--- src/rtl/pwm_ctrl.sv ---
// rtl/pwm_ctrl.sv - multi-channel PWM with shadowed period/compare, edge/center modes
// Define PWM_IRQ_EN to add IRQ_MASK (2/4) and the irq_o output.
module pwm_ctrl #(
  parameter int CHANNELS = 4,
  parameter int CNT_W    = 16
) (
  input  logic                clk_i,
  input  logic                rst_ni,
  input  logic [31:0]         data_i,
  input  logic [31:0]         addr_i,
  input  logic                we_i,
  output logic [31:0]         data_o,
`ifdef PWM_IRQ_EN
  output logic                irq_o,
`endif
  output logic [CHANNELS-1:0] pwm_o
);

  localparam logic [3:0] GRP_PERIOD = 4'd0;
  localparam logic [3:0] GRP_CMP    = 4'd1;
  localparam logic [3:0] GRP_CTRL   = 4'd2;
  localparam logic [3:0] IDX_EN     = 4'd0;
  localparam logic [3:0] IDX_POL    = 4'd1;
  localparam logic [3:0] IDX_MODE   = 4'd2;
  localparam logic [3:0] IDX_STATUS = 4'd3;
`ifdef PWM_IRQ_EN
  localparam logic [3:0] IDX_IRQ_MASK = 4'd4;
`endif
  localparam logic [CNT_W-1:0] CNT_ONE = CNT_W'(1);

  logic [3:0] grp;
  logic [3:0] idx;
  logic       unused_bits;

  assign grp         = addr_i[23:20];
  assign idx         = addr_i[19:16];
  assign unused_bits = ^{addr_i[31:24], addr_i[15:0], data_i};

  logic [CNT_W-1:0] period_stg_q [CHANNELS];
  logic [CNT_W-1:0] period_stg_d [CHANNELS];
  logic [CNT_W-1:0] cmp_stg_q    [CHANNELS];
  logic [CNT_W-1:0] cmp_stg_d    [CHANNELS];
  logic [CNT_W-1:0] act_period_q [CHANNELS];
  logic [CNT_W-1:0] act_period_d [CHANNELS];
  logic [CNT_W-1:0] act_cmp_q    [CHANNELS];
  logic [CNT_W-1:0] act_cmp_d    [CHANNELS];
  logic [CNT_W-1:0] cnt_q        [CHANNELS];
  logic [CNT_W-1:0] cnt_d        [CHANNELS];

  logic [CHANNELS-1:0] dir_q, dir_d;
  logic [CHANNELS-1:0] en_q, en_d;
  logic [CHANNELS-1:0] pol_q, pol_d;
  logic [CHANNELS-1:0] mode_q, mode_d;
  logic [CHANNELS-1:0] status_q, status_d;
  logic [CHANNELS-1:0] pwm_q, pwm_d;
  logic [CHANNELS-1:0] status_set;
  logic [CHANNELS-1:0] status_clr;
`ifdef PWM_IRQ_EN
  logic [CHANNELS-1:0] irq_mask_q, irq_mask_d;
  logic                irq_q, irq_d;
`endif

  always_comb begin : reg_write
    en_d       = en_q;
    pol_d      = pol_q;
    mode_d     = mode_q;
    status_clr = '0;
`ifdef PWM_IRQ_EN
    irq_mask_d = irq_mask_q;
`endif
    for (int i = 0; i < CHANNELS; i++) begin
      period_stg_d[i] = period_stg_q[i];
      cmp_stg_d[i]    = cmp_stg_q[i];
      if (we_i && idx == i[3:0]) begin
        if (grp == GRP_PERIOD) period_stg_d[i] = data_i[CNT_W-1:0];
        if (grp == GRP_CMP)    cmp_stg_d[i]    = data_i[CNT_W-1:0];
      end
    end
    if (we_i && grp == GRP_CTRL) begin
      case (idx)
        IDX_EN:       en_d       = data_i[CHANNELS-1:0];
        IDX_POL:      pol_d      = data_i[CHANNELS-1:0];
        IDX_MODE:     mode_d     = data_i[CHANNELS-1:0];
        IDX_STATUS:   status_clr = data_i[CHANNELS-1:0];
`ifdef PWM_IRQ_EN
        IDX_IRQ_MASK: irq_mask_d = data_i[CHANNELS-1:0];
`endif
        default: ;
      endcase
    end
  end

  // dir = 1 means counting down; only ever set in center mode with a period >= 2.
  always_comb begin : chan_step
    for (int i = 0; i < CHANNELS; i++) begin
      cnt_d[i]        = cnt_q[i];
      dir_d[i]        = dir_q[i];
      act_period_d[i] = act_period_q[i];
      act_cmp_d[i]    = act_cmp_q[i];
      status_set[i]   = 1'b0;
      pwm_d[i]        = pol_q[i];
      if (!en_q[i]) begin
        cnt_d[i]        = '0;
        dir_d[i]        = 1'b0;
        act_period_d[i] = period_stg_q[i];
        act_cmp_d[i]    = cmp_stg_q[i];
      end else begin
        pwm_d[i] = (cnt_q[i] < act_cmp_q[i]) ^ pol_q[i];
        if (mode_q[i] && act_period_q[i] != '0) begin
          if (dir_q[i]) begin
            if (cnt_q[i] == CNT_ONE) begin
              status_set[i] = 1'b1;
              cnt_d[i]      = '0;
              dir_d[i]      = 1'b0;
            end else begin
              cnt_d[i] = cnt_q[i] - CNT_ONE;
            end
          end else if (cnt_q[i] == act_period_q[i]) begin
            if (act_period_q[i] == CNT_ONE) begin
              status_set[i] = 1'b1;
              cnt_d[i]      = '0;
            end else begin
              cnt_d[i] = cnt_q[i] - CNT_ONE;
              dir_d[i] = 1'b1;
            end
          end else begin
            cnt_d[i] = cnt_q[i] + CNT_ONE;
          end
        end else begin
          dir_d[i] = 1'b0;
          if (cnt_q[i] == act_period_q[i]) begin
            status_set[i] = 1'b1;
            cnt_d[i]      = '0;
          end else begin
            cnt_d[i] = cnt_q[i] + CNT_ONE;
          end
        end
        if (status_set[i]) begin
          act_period_d[i] = period_stg_q[i];
          act_cmp_d[i]    = cmp_stg_q[i];
        end
      end
    end
    // A boundary in the same cycle as a W1C keeps the flag set.
    status_d = (status_q & ~status_clr) | status_set;
  end

`ifdef PWM_IRQ_EN
  always_comb begin : irq_calc
    irq_d = |(status_q & irq_mask_q);
  end
  assign irq_o = irq_q;
`endif

  always_comb begin : readback
    data_o = '0;
    case (grp)
      GRP_PERIOD: begin
        for (int i = 0; i < CHANNELS; i++) begin
          if (idx == i[3:0]) data_o = 32'(period_stg_q[i]);
        end
      end
      GRP_CMP: begin
        for (int i = 0; i < CHANNELS; i++) begin
          if (idx == i[3:0]) data_o = 32'(cmp_stg_q[i]);
        end
      end
      GRP_CTRL: begin
        case (idx)
          IDX_EN:       data_o = 32'(en_q);
          IDX_POL:      data_o = 32'(pol_q);
          IDX_MODE:     data_o = 32'(mode_q);
          IDX_STATUS:   data_o = 32'(status_q);
`ifdef PWM_IRQ_EN
          IDX_IRQ_MASK: data_o = 32'(irq_mask_q);
`endif
          default:      data_o = '0;
        endcase
      end
      default: data_o = '0;
    endcase
  end

  always_ff @(posedge clk_i) begin
    if (!rst_ni) begin
      for (int i = 0; i < CHANNELS; i++) begin
        period_stg_q[i] <= '0;
        cmp_stg_q[i]    <= '0;
        act_period_q[i] <= '0;
        act_cmp_q[i]    <= '0;
        cnt_q[i]        <= '0;
      end
      dir_q    <= '0;
      en_q     <= '0;
      pol_q    <= '0;
      mode_q   <= '0;
      status_q <= '0;
      pwm_q    <= '0;
`ifdef PWM_IRQ_EN
      irq_mask_q <= '0;
      irq_q      <= 1'b0;
`endif
    end else begin
      for (int i = 0; i < CHANNELS; i++) begin
        period_stg_q[i] <= period_stg_d[i];
        cmp_stg_q[i]    <= cmp_stg_d[i];
        act_period_q[i] <= act_period_d[i];
        act_cmp_q[i]    <= act_cmp_d[i];
        cnt_q[i]        <= cnt_d[i];
      end
      dir_q    <= dir_d;
      en_q     <= en_d;
      pol_q    <= pol_d;
      mode_q   <= mode_d;
      status_q <= status_d;
      pwm_q    <= pwm_d;
`ifdef PWM_IRQ_EN
      irq_mask_q <= irq_mask_d;
      irq_q      <= irq_d;
`endif
    end
  end

  assign pwm_o = pwm_q;

endmodule

--- config.mk ---
export PLATFORM = sky130hd
export DESIGN_NAME = pwm_ctrl
export DESIGN_NICKNAME = d
export VERILOG_FILES = /design/src/rtl/pwm_ctrl.sv
export SDC_FILE = /design/constraint.sdc
export NUM_CORES = 1
export LEC_CHECK = 0
export BUFFER_PORTS_ARGS = -buffer_cell sky130_fd_sc_hd__buf_4
export CORE_ASPECT_RATIO = 0.5
export CORE_MARGIN = 10
export CORE_UTILIZATION = 30
export DETAILED_ROUTE_END_ITERATION = 10
export HOLD_SLACK_MARGIN = 0.1
export SLEW_MARGIN = 20
export SYNTH_ARGS = -nofsm -noshare
export SYNTH_HDL_FRONTEND = slang
export SYNTH_SLANG_ARGS = --single-unit
--- constraint.sdc ---
create_clock -name clk_i -period 3.53 [get_ports clk_i]
set_clock_uncertainty 0.1 [all_clocks]
set_input_delay 0 -clock clk_i [delete_from_list [all_inputs] [get_ports clk_i]]
set_output_delay 0 -clock clk_i [all_outputs]
set_load 0.02 [all_outputs]
Yosys cells after proc, flatten, opt, wreduce, memory -nomap -nowiden. Memory sizes are Yosys's and may differ from the RTL's. Index checks and enable logic that the tools add are counted.

Bits in registers: 24. RAM bits: 320. Bits of input ports: 67. Output and inout port bits: 36. Memories kept: 5.

Memories: act_cmp_q (depth 4, bits a word 16, read ports 4, clocked after memory_dff 0, wr ports 4, RTL line 45) `logic [CNT_W-1:0] act_cmp_q [CHANNELS];`; act_period_q (depth 4, bits a word 16, read ports 4, clocked after memory_dff 0, wr ports 4, RTL line 43) `logic [CNT_W-1:0] act_period_q [CHANNELS];`; cmp_stg_q (depth 4, bits a word 16, read ports 4, clocked after memory_dff 0, wr ports 4, RTL line 41) `logic [CNT_W-1:0] cmp_stg_q [CHANNELS];`; cnt_q (depth 4, bits a word 16, read ports 4, clocked after memory_dff 0, wr ports 4, RTL line 47) `logic [CNT_W-1:0] cnt_q [CHANNELS];`; period_stg_q (depth 4, bits a word 16, read ports 4, clocked after memory_dff 0, wr ports 4, RTL line 39) `logic [CNT_W-1:0] period_stg_q [CHANNELS];`.

Add/subtract/negate cells: 8. Magnitude comparators: 4. Equality and inequality tests: 17. Mux-type cells: 146. Bitwise operators: 27. Reduce and logical (&&, ||, !) cells: 22.

Operators by type and width (count): two-way mux 16 bit (82); two-way mux 32 bit (6); equality test 16 x 1 -> 1 bit, second input constant (8); one-hot mux 32 bit (3 select lines) (1); adder 16 x 1 -> 16 bit, second input constant (4); equality test 16 bit (4); < comparator 16 bit (4); nonzero test 16 bit (4); subtractor 16 x 1 -> 16 bit, second input constant (4); two-way mux 1 bit (54); bitwise OR 1 bit (20); one-hot mux 4 bit (4 select lines) (1); equality test 4 x 2 -> 1 bit, second input constant (3); AND reduction 3 bit (4); logical AND 1 bit (9); equality test 4 x 1 -> 1 bit, second input constant (2); zero test 4 bit (2); two-way mux 4 bit (2); AND reduction 2 bit (3); AND 4 bit (1); inverter 4 bit (1); bitwise OR 4 bit (1); XOR 1 bit (4).

Depth between registers and ports, before layout. An unclocked memory read counts as a cell.

Depth after elaboration: 10. Gate-level depth with buffers: 9. Gate-level depth less buffers: 8.

Worst setup path before layout. No wires, ideal clock.

Path type: reg2reg. Start: memory cnt_q[3][0]. End: memory act_cmp_q[3][10]. Setup time: 128 ps. Data arrival time: 2285 ps. Path slack: 1017 ps. Stages on the path, launching flop included: 9. Buffers on the path: 1. Clock period less this slack: 2513 ps. Cell sequence: dfxtp_1 -> ha_1 -> or4b_2 -> nor4_1 -> o2111ai_1 -> o211ai_2 -> buf_6 -> mux2i_1 -> nor2_1.

RTL lines (RTL line): from (decl) (47); to (decl) (45).

Worst setup path in the final report.
Start: input port addr_i[17]. End: output port data_o[0].

Word-level cells in the longest chain between the ends: 6. Elaborated cells between the ends (all ways): 14.

Ends and longest elaborated chain: from (decl) (RTL line 10) `input logic [31:0] addr_i,`; zero test 4 bit (RTL line 160, 165, 169); two-way mux 16 bit (on tied branches) (RTL line 165, 160); two-way mux 32 bit (on tied branches) (3 in a row) (RTL line 165, 160); one-hot mux 32 bit (3 select lines) * (RTL line 157) `case (grp)`; to (decl) (RTL line 12) `output logic [31:0] data_o,`.

Mark *: on every way between the ends. The rest lies on a longest branch, timed or not.

==> results.md <==
- Status: finished clean
- Port Buffer Count: 46
- I/O pin cnt: 103
- Global-route wire length before repair: slightly below 90000 µm
- Number of flops mapped to enable cells by yosys: 0
- Via Count: 16830
- Flops & latches, synth: 344
- Worst hold stages: 7
- RD Place Congestion: 0.9708
- Total CTS buffers: 37
- FF/Latch Area: 6887 µm²
- Routed len/inst: roughly 18 µm
- Worst R2R Setup Slack: 430 ps
- Synth Cell Area: 18610 µm²
- Fin crit period: roughly 3300 ps
- Worst Tran Pin Value: around 1100 ps
- Post-synthesis async set-or-reset flop share: 0
- Hold path endpoint: cmp_stg_q[0][10]$_SDFFE_PN0P_
- # DRC: 0
- Pin count of the biggest net entering global routing: ~170
- Combinational share of power: 0.030
- Mean Syn Cell Area: 7.961 µm²
- R2R Path End: cnt_q[3][4]$_SDFF_PN0_
- WL final: between 50000 and 60000 µm
- Layout area overhead: 13.32%
- DRT Pass-1 Iters: 6
- Fillers: ~6300
- Core ar.: 61260 µm²
- MaxCap Viol Count: 0
- CP Class: in -> out
- Synth cell types: 73
- Sequential Power Share: 0.477
- Total GRT Usage: 0.1464
- Die Y-Extent: a little under 200 µm
- RSZ-0062 raised after global routing: no
- Achievable Freq: 0.3023 GHz
- Core Util, Final: 0.3442
- CP max FO: 16
- Htree depth: 2
- Switch share: 0.2260
- Final hold violations: 0
- # rows: 64
- Max Root-Sink Buffers: 3
- Layout cell share with drive strength beyond 1: 0.07758
- Main synth FF type: dfxtp_1
- CP Launch Type: input pin
- Required @ worst endpoint: approximately 3400 ps
- Nets: around 2400
- Vias/cell: 5.328
- Critical path endpoint category: output port
- DP HPWL: 38610 µm
- Clock-pin slew on the worst setup and hold paths: 60 ps
- Initial core utilization: 0.3037
- Seq/Total Area, Yosys: 0.3701
- Worst Reg2Reg Path Length in Cells: 7
- Die width: ~370 µm
- Synth Instances: 2337
- Hold_sp: addr_i[22]
- CTS tree: done
- Lkg Pwr: 8.211 nW
- Max Slew Vio Count: 0
- CTS root buf: clkbuf_16
- Number of DRC markers in iteration 0: 1509
- Sw Pwr: around 1.8 mW
- Clock Power Share: 0.493
- Pwr/cell area: roughly 390 nW/µm²
- FF-to-FF Start: cnt_q[3][0]$_SDFF_PN0_
- Final TNS setup: 0 ps
- Power Internal: between 6 and 7 mW
- Vias in the first global route: 15300
- Max_slew headroom: 0.2925
- WP data arrival: 3210 ps
- Footprint of the multi-input gates: 10520 µm²
- Clock Latency Late Sink: around 530 ps
- Hold WC Path Type: in -> reg
- CTS sink cnt: 344
- Die area: ~73000 µm²
- Grt total ovfl: 0
- Final setup viols: 0
- Worst VDD drop: between 0.2 and 0.25 mV
- Routed Antenna Nets: 0
- Syn. warnings: 0
- Antenna violations before repair: 1
- Fin crit share: 0.9370
-- synth_stat cells (13+ instances only) --
cell	n	area, µm²
inv_1	102	382.9
o21ai_0	59	295.3
nand4_1	20	125.1
a311oi_1	14	122.6
ha_1	72	900.9
a211oi_1	14	105.1
buf_4	29	217.7
xor2_1	65	569.3
nor3_1	49	245.2
nor4_1	56	350.3
clkbuf_1	136	510.5
dfxtp_1	344	6887
a21oi_1	209	1046
a22oi_1	57	427.9
mux2i_1	108	1081
a21o_1	17	127.6
o221ai_1	15	131.4
nand3b_1	15	112.6
a221oi_1	36	315.3
buf_2	22	110.1
a32oi_1	25	219.0
a31oi_1	27	168.9
nand2b_1	30	187.7
nand2_1	360	1351
or3_1	13	81.33
and3_1	19	118.9
nand3_1	101	505.5
nor2_1	163	611.8
-- critical path, cell delays in order --
cell and delay (ps):
dlygate4sd3_1 540, buf_4 220, nor4b_2 720, dlygate4sd3_1 750, buf_4 220, nand2_1 80, o21ai_0 70, a22oi_1 140
o211ai_1 240, buf_4 220
-- logic make-up (layout without fill, tap and decap cells) --
kind of cell / Yosys count / after routing / share of synthesized area
buffers and inverters: 306 / 287 / 0.07229
other: 1 / 17 / 0.0002016
XOR/XNOR: 66 / 66 / 0.03107
multiplexers: 109 / 109 / 0.05871
AO/OA/AOI/OAI: 560 / 560 / 0.1976
adder cells (fa/ha/maj): 72 / 72 / 0.04842
flip-flops: 344 / 344 / 0.3701
AND/OR/NAND/NOR: 879 / 879 / 0.2216
-- per-stage QoR --
step | std cells | cell area [µm²] | hold slack [ps] | total power, mW | worst slack [ps]
3_5_place_dp | 3069 | 19600 | 240.6 | 4.194 | 464.5
5_1_grt | 3158 | 21080 | 169.5 | 8.375 | 45.76
3_3_place_gp | 3069 | 19600 | 232.5 | 4.193 | 551.5
6_report | 3159 | 21080 | 132.0 | 8.143 | 222.3
4_1_cts | 3158 | 21080 | 109.6 | 8.207 | 321.8
2_1_floorplan | 2352 | 18660 | 47.50 | 4.119 | 1017
-- registers in the layout, summed over array words and instances (netlist names), 64 cells and up --
signal and flops:
act_cmp_q 64, act_period_q 64, cmp_stg_q 64, cnt_q 64, period_stg_q 64
-- routing by layer --
| metal | vias up | wire, µm | global-route usage |
|---|---|---|---|
| met3 | 89 | 3104 | 0.01688 |
| met1 | 8002 | 26630 | 0.2090 |
| met5 | - | 0 | 0 |
| met2 | 476 | 24520 | 0.2236 |
| met4 | 0 | 1952 | 0.05344 |
| li1 | 8264 | - | - |
-- how the worst max path moves through the flow --
| stage | cells past startpoint | start | slack (ps) | end |
|---|---|---|---|---|
| 3_5_place_dp | 7 | cnt_q[3][0]$_SDFF_PN0_ | 460 | cnt_q[3][4]$_SDFF_PN0_ |
| 3_3_place_gp | 7 | cnt_q[3][0]$_SDFF_PN0_ | 550 | cnt_q[3][4]$_SDFF_PN0_ |
| 4_1_cts | 10 | addr_i[17] | 320 | data_o[0] |
| 2_1_floorplan | 8 | cnt_q[3][0]$_SDFF_PN0_ | 1020 | act_cmp_q[3][10]$_SDFFE_PN0P_ |
| 6_report | 10 | addr_i[17] | 220 | data_o[0] |
| 5_1_grt | 10 | addr_i[19] | 50 | cmp_stg_q[2][5]$_SDFFE_PN0P_ |
-- layout by cell type, fill, tap and decap left out, types with 14 or more instances in the layout --
master         netlist  routed
a21o_1              17      17
a21oi_1            209     209
a221oi_1            36      36
a22oi_1             57      57
a311oi_1            14      14
a31oi_1             27      27
a32oi_1             25      25
and3_1              19      19
buf_4               29      92
clkbuf_16            0      37
conb_1               1      16
dfxtp_1            344     344
dlygate4sd3_1        0      26
ha_1                72      72
inv_1              102     101
mux2i_1            108     108
nand2_1            360     360
nand2b_1            30      30
nand3_1            101     101
nand3b_1            15      15
nand4_1             20      20
nor2_1             163     163
nor3_1              49      47
nor4_1              56      55
o21ai_0             59      59
o221ai_1            15      14
xor2_1              65      65
-- power groups by stage --
stage	registers [mW]	logic (mW)	clock network, mW
after global placement	3.97	0.219	0
after global routing	3.88	0.256	4.23
final	3.89	0.245	4.01
after CTS	3.89	0.241	4.08
after detailed placement	3.97	0.220	0
after floorplan	3.97	0.146	0
-- timing repair --
| action | in CTS | in global routing |
|---|---|---|
| gates resized for setup | 0 | 0 |
| hold endpoints to repair | 152 | 0 |
| setup buffers | 0 | 0 |
| hold buffers | 26 | 0 |
-- layout make-up --
cell class,instances,share of cell area
multi-input combinational,1702,0.4988
sequential,344,0.3266
tap,825,0.04896
timing repair buffer,122,0.04890
clock buffer,45,0.04676
inverter,102,0.01852
clock inverter,18,0.01128
antenna,1,0.0001187
Note: power is estimated with default switching activity, not from simulation.
